[config.mk]
export PLATFORM = sky130hd
export DESIGN_NAME = mem_access_bridge
export DESIGN_NICKNAME = d
export VERILOG_FILES = /design/src/rtl/mem_bridge_pkg.sv /design/src/rtl/mem_timeout_ctr.sv /design/src/rtl/mem_access_bridge.sv
export SDC_FILE = /design/constraint.sdc
export NUM_CORES = 1
export LEC_CHECK = 0
export CAP_MARGIN = 10
export CORE_UTILIZATION = 40
export DETAILED_ROUTE_END_ITERATION = 12
export GPL_TIMING_DRIVEN = 0
export PLACE_DENSITY = 0.85
export SYNTH_ARGS = -nofsm -noshare
export SYNTH_HDL_FRONTEND = slang
export SYNTH_SLANG_ARGS = --single-unit
[constraint.sdc]
create_clock -name clk -period 4.28 [get_ports clk]
set_input_delay 1.07 -clock clk [delete_from_list [all_inputs] [get_ports clk]]
set_output_delay 1.07 -clock clk [all_outputs]
set_load 0.005 [all_outputs]
[src/rtl/mem_bridge_pkg.sv]
// Shared types and defaults for the memory access bridge.
package mem_bridge_pkg;

  localparam int ADDR_W_DEF      = 32;
  localparam int DATA_W_DEF      = 32;
  localparam int TIMEOUT_CYC_DEF = 16;

  typedef enum logic [1:0] {
    IDLE = 2'd0,
    WAIT = 2'd1,
    DONE = 2'd2
  } state_e;

endpackage

[src/rtl/mem_timeout_ctr.sv]
// WAIT-cycle counter for the bridge abort path; present only when MEM_TIMEOUT_EN is defined.
`ifdef MEM_TIMEOUT_EN
module mem_timeout_ctr import mem_bridge_pkg::*; #(
  parameter int TIMEOUT_CYC = TIMEOUT_CYC_DEF
) (
  input  logic clk,
  input  logic reset,
  input  logic clear_i,
  input  logic enable_i,
  output logic expire_o
);

  localparam int CNT_W = (TIMEOUT_CYC > 2) ? $clog2(TIMEOUT_CYC) : 1;

  logic [CNT_W-1:0] cnt_q, cnt_d;

  always_comb begin
    cnt_d = cnt_q;
    if (clear_i) begin
      cnt_d = '0;
    end else if (enable_i) begin
      cnt_d = cnt_q + 1'b1;
    end
  end

  always_ff @(posedge clk or posedge reset) begin
    if (reset) begin
      cnt_q <= '0;
    end else begin
      cnt_q <= cnt_d;
    end
  end

  assign expire_o = (cnt_q == CNT_W'(TIMEOUT_CYC - 1));

endmodule
`endif

[src/rtl/mem_access_bridge.sv]
// Bridge from level-held controller strobes to a req/ack memory bus, one transaction at a time.
// Optional WAIT abort enabled by defining MEM_TIMEOUT_EN.
module mem_access_bridge import mem_bridge_pkg::*; #(
  parameter int ADDR_W      = ADDR_W_DEF,
  parameter int DATA_W      = DATA_W_DEF,
  parameter int TIMEOUT_CYC = TIMEOUT_CYC_DEF
) (
  input  logic              clk,
  input  logic              reset,
  input  logic              mem_read_i,
  input  logic              mem_write_i,
  input  logic [ADDR_W-1:0] addr_i,
  input  logic [DATA_W-1:0] wdata_i,
  output logic [DATA_W-1:0] rdata_o,
  output logic              done_o,
  output logic              stall_o,
  output logic              err_o,
  output logic              proto_err_o,
  output logic              bus_req_o,
  output logic              bus_we_o,
  output logic [ADDR_W-1:0] bus_addr_o,
  output logic [DATA_W-1:0] bus_wdata_o,
  input  logic [DATA_W-1:0] bus_rdata_i,
  input  logic              bus_ack_i
);

  state_e            state_q, state_d;
  logic              bus_req_q, bus_req_d;
  logic              bus_we_q, bus_we_d;
  logic [ADDR_W-1:0] bus_addr_q, bus_addr_d;
  logic [DATA_W-1:0] bus_wdata_q, bus_wdata_d;
  logic [DATA_W-1:0] rdata_q, rdata_d;
  logic              err_q, err_d;
  logic              proto_err_q, proto_err_d;
  logic              expire;

`ifdef MEM_TIMEOUT_EN
  mem_timeout_ctr #(
    .TIMEOUT_CYC(TIMEOUT_CYC)
  ) u_timeout_ctr (
    .clk     (clk),
    .reset   (reset),
    .clear_i (state_q != WAIT),
    .enable_i((state_q == WAIT) && !bus_ack_i),
    .expire_o(expire)
  );
`else
  assign expire = 1'b0;
`endif

  always_comb begin
    state_d     = state_q;
    bus_req_d   = 1'b0;
    bus_we_d    = bus_we_q;
    bus_addr_d  = bus_addr_q;
    bus_wdata_d = bus_wdata_q;
    rdata_d     = rdata_q;
    err_d       = 1'b0;
    proto_err_d = proto_err_q;
    case (state_q)
      IDLE: begin
        if (mem_read_i || mem_write_i) begin
          state_d     = WAIT;
          bus_req_d   = 1'b1;
          bus_we_d    = mem_write_i;
          bus_addr_d  = addr_i;
          bus_wdata_d = wdata_i;
          if (mem_read_i && mem_write_i) begin
            proto_err_d = 1'b1;
          end
        end
      end
      WAIT: begin
        // Ack on the expiry cycle still completes normally.
        if (bus_ack_i) begin
          state_d = DONE;
          if (!bus_we_q) begin
            rdata_d = bus_rdata_i;
          end
        end else if (expire) begin
          state_d = DONE;
          err_d   = 1'b1;
        end else begin
          bus_req_d = 1'b1;
        end
      end
      DONE:    state_d = IDLE;
      default: state_d = IDLE;
    endcase
  end

  always_ff @(posedge clk or posedge reset) begin
    if (reset) begin
      state_q     <= IDLE;
      bus_req_q   <= 1'b0;
      bus_we_q    <= 1'b0;
      bus_addr_q  <= '0;
      bus_wdata_q <= '0;
      rdata_q     <= '0;
      err_q       <= 1'b0;
      proto_err_q <= 1'b0;
    end else begin
      state_q     <= state_d;
      bus_req_q   <= bus_req_d;
      bus_we_q    <= bus_we_d;
      bus_addr_q  <= bus_addr_d;
      bus_wdata_q <= bus_wdata_d;
      rdata_q     <= rdata_d;
      err_q       <= err_d;
      proto_err_q <= proto_err_d;
    end
  end

  assign rdata_o     = rdata_q;
  assign done_o      = (state_q == DONE);
  assign stall_o     = (state_q == WAIT);
  assign err_o       = err_q;
  assign proto_err_o = proto_err_q;
  assign bus_req_o   = bus_req_q;
  assign bus_we_o    = bus_we_q;
  assign bus_addr_o  = bus_addr_q;
  assign bus_wdata_o = bus_wdata_q;

endmodule

==> metrics.md <==
| Metric | Value |
|---|---|
| Clock Tree Buf Depth | 2 |
| Worst R2R Setup Slack | 2.58 ns |
| Setup-failing EPs final | 0 |
| Row cnt | 36 |
| Average routed wire per standard cell | 15.6 um |
| Routability cong. | 0.693 |
| Total GRT Usage | 18.2% |
| Reg power frac | 39.7% |
| Int Pwr | 3.14 mW |
| Fin area | 6380 sq um |
| Syn_area_per_cell | 17.8 sq um |
| # fillers | 700 |
| Worst setup path category | reg -> out |
| Crit-path max FO | 6 |
| DRT antenna net count | 0 |
| Max_cap viols | 0 |
| Clock root cell | clkbuf_8 |
| Combinational power share | 45.5% |
| Worst vdd ir | 0.363 mV |
| CTS Sinks | 101 |
| Nets | 537 |
| Rel. slew slack | 62.2% |
| Core Area | 9680 sq um |
| Remaining DRCs | 0 |
| Total congestion overflow | 0 |
| LEAKAGE | 2.65 nW |
| Crit end category | primary output |
| Clk Latency, worst-skew pair | 0.34 ns |
| Setup bufs post-CTS | 0 |
| Register area share after synthesis | 63.6% |
| Switching portion of total power | 25.4% |
| Initial DRT Pass Iterations | 4 |
| Hold slack | 0.474 ns |
| Die ar. | 10,300 sq um |
| Clock skew | 0.0128 ns |
| Clk pin slew, worst setup/hold paths | 0.09 ns |
| Final wirelength | 8920 um |
| Initial Util | 41.0% |
| Fin crit period | 2.55 ns |
| Placed Cells | 558 |
| Max-slew violations | 0 |
| YS warnings | 0 |
| Area after DPL | 6180 sq um |
| GR Util met1 | 21.7% |
| WP data arrival | 1.48 ns |
| Met3 GRT Util | 5.45% |
| Met2 usage | 31.4% |
| TritonCTS clock tree | built |
| Worst setup SP type | register |
| Vias per cell | 4.60 |
| Hold WC Path Type | reg -> reg |
| Worst-Margin Slew | 0.567 ns |
| Share of layout cells above drive strength 1 | 28.5% |
| DR iter-0 viols | 54 |
| Ant diodes | 0 |
| Status | finished, final reports clean |
| PwrDens | 660 nW/um^2 |
| Cell variety after synth | 19 |
| Final Cycle Share | 59.6% |
| Highest clock rate | 392 MHz |
| Finished Layout Cells | 572 |
| Area of the mapped netlist | 3970 sq um |
| PostCTS Resize Cnt | 0 |
| Area Growth Syn to Fin | 60.7% |
| Pwr Total | 4.21 mW |
| Critical Path RT | 3.21 ns |
| Seq cells post-synth | 101 |
| Largest net degree at the start of global routing | 58 |
| CTS Buf Count | 9 |
| Syn_nets | 324 |
| Setup_tns | 0 ns |
| GR peak layer | met2 |
| Global-route wire length before repair | 14,400 um |
| Detailed-route via count | 2,631 |
| Number of port buffers | 201 |
| # IOs | 203 |
| Initial antenna violation count | 0 |
| H-tree levels | 3 |
| Mapped Cells | 223 |
| RSZ-0062 raised after global routing | false |
| Clk pwr share | 14.8% |
| Vias in the first global route | 2,886 |
| NetSw | 1.07 mW |
| DIE HEIGHT | 102 um |
| Hold_buf cts | 0 |
| Die Width | 102 um |
| Final Hold Vio Count | 0 |
| HPWL Detailed | 6880 um |
[worst max-delay path: stages, from the launching register on]
cell and delay (ns):
dfrtp_1 0.43, and2b_1 0.21, clkdlybuf4s50_1 0.51
[routing by layer]
| layer | vias to the layer above | wire, um |
|---|---|---|
| li1 | 1207 | - |
| met1 | 1307 | 3430 |
| met2 | 107 | 4700 |
| met3 | 10 | 679 |
| met4 | 0 | 107 |
| met5 | - | 0 |
[sequential cells by signal (all words and copies together), names as in the netlist]
signal       count
bus_addr_o      32
bus_wdata_o     32
rdata_o         32
state_q          2
bus_req_o        1
bus_we_o         1
proto_err_o      1
[cell usage after synthesis]
cell type / instances / area (sq um)
a31o_2: 1 / 8.76
nor2b_1: 1 / 6.26
and3b_1: 1 / 8.76
nand2_1: 1 / 3.75
dfrtp_1: 101 / 2530
nor2_1: 1 / 3.75
nor3_1: 1 / 5.00
o21a_1: 1 / 7.51
mux2_2: 66 / 743
and2b_1: 1 / 7.51
buf_12: 3 / 60.1
nor2b_4: 1 / 13.8
mux2_4: 30 / 450
conb_1: 1 / 3.75
a22o_1: 1 / 8.76
inv_1: 1 / 3.75
buf_6: 7 / 78.8
a211oi_1: 2 / 15.0
buf_4: 2 / 15.0
[per-stage QoR]
step,util (%),setup slack (ns)
finish,65.9,1.73
detailed placement,63.8,1.63
global route,65.9,1.63
floorplan,-,0.563
global placement,63.5,-0.829
CTS,65.9,1.70
[cell type report]
cell class	count	area (sq um)	area share, %
Buffer	12	154	2.41
Clock inverter	4	75.1	1.18
Inverter	1	6.26	0.0980
Multi-Input combinational cell	109	1290	20.2
Timing Repair Buffer	202	2040	32.0
Tap cell	133	166	2.61
Clock buffer	10	128	2.00
Sequential cell	101	2530	39.6
[layout by cell type, fill, tap and decap left out]
cell type / n
nor2b_4: 1
and3b_1: 1
and2b_1: 1
clkbuf_8: 9
nor2_1: 1
mux2_4: 30
buf_6: 7
nor2b_1: 1
buf_12: 3
a22o_1: 1
clkbuf_1: 1
dfrtp_1: 101
o21a_1: 1
a31o_2: 1
conb_1: 1
clkdlybuf4s50_1: 201
inv_4: 1
clkinvlp_4: 2
nor3_1: 1
a211oi_1: 2
bufinv_16: 2
buf_4: 2
buf_16: 1
nand2_1: 1
mux2_2: 66
[worst paths after layout]
check,start,depth (start not counted),end
hold reg to reg,proto_err_o,1,proto_err_o
hold / removal,proto_err_o,1,proto_err_o
max in group asynchronous,reset,3,bus_req_o
setup / recovery,state_q[1],2,stall_o
min in group asynchronous,reset,2,bus_wdata_o[0]
setup reg to reg,state_q[0],5,bus_addr_o[13]
[power groups by stage]
stage | registers [mW] | logic, mW | clock network [mW]
floorplan | 1.71 | 0.726 | 0
global placement | 1.66 | 1.90 | 0
detailed placement | 1.69 | 1.94 | 0
CTS | 1.68 | 1.95 | 0.650
global route | 1.74 | 2.05 | 0.687
finish | 1.67 | 1.92 | 0.622
[cells by family after synthesis]
kind of cell,synth area share (%)
other,0.0944
buffers and inverters,3.97
DFF,63.6
muxes,30.1
and+or+nand+nor,1.23
AOI/OAI and AO/OA,1.01
No activity file was read; power rests on OpenSTA's default activity.
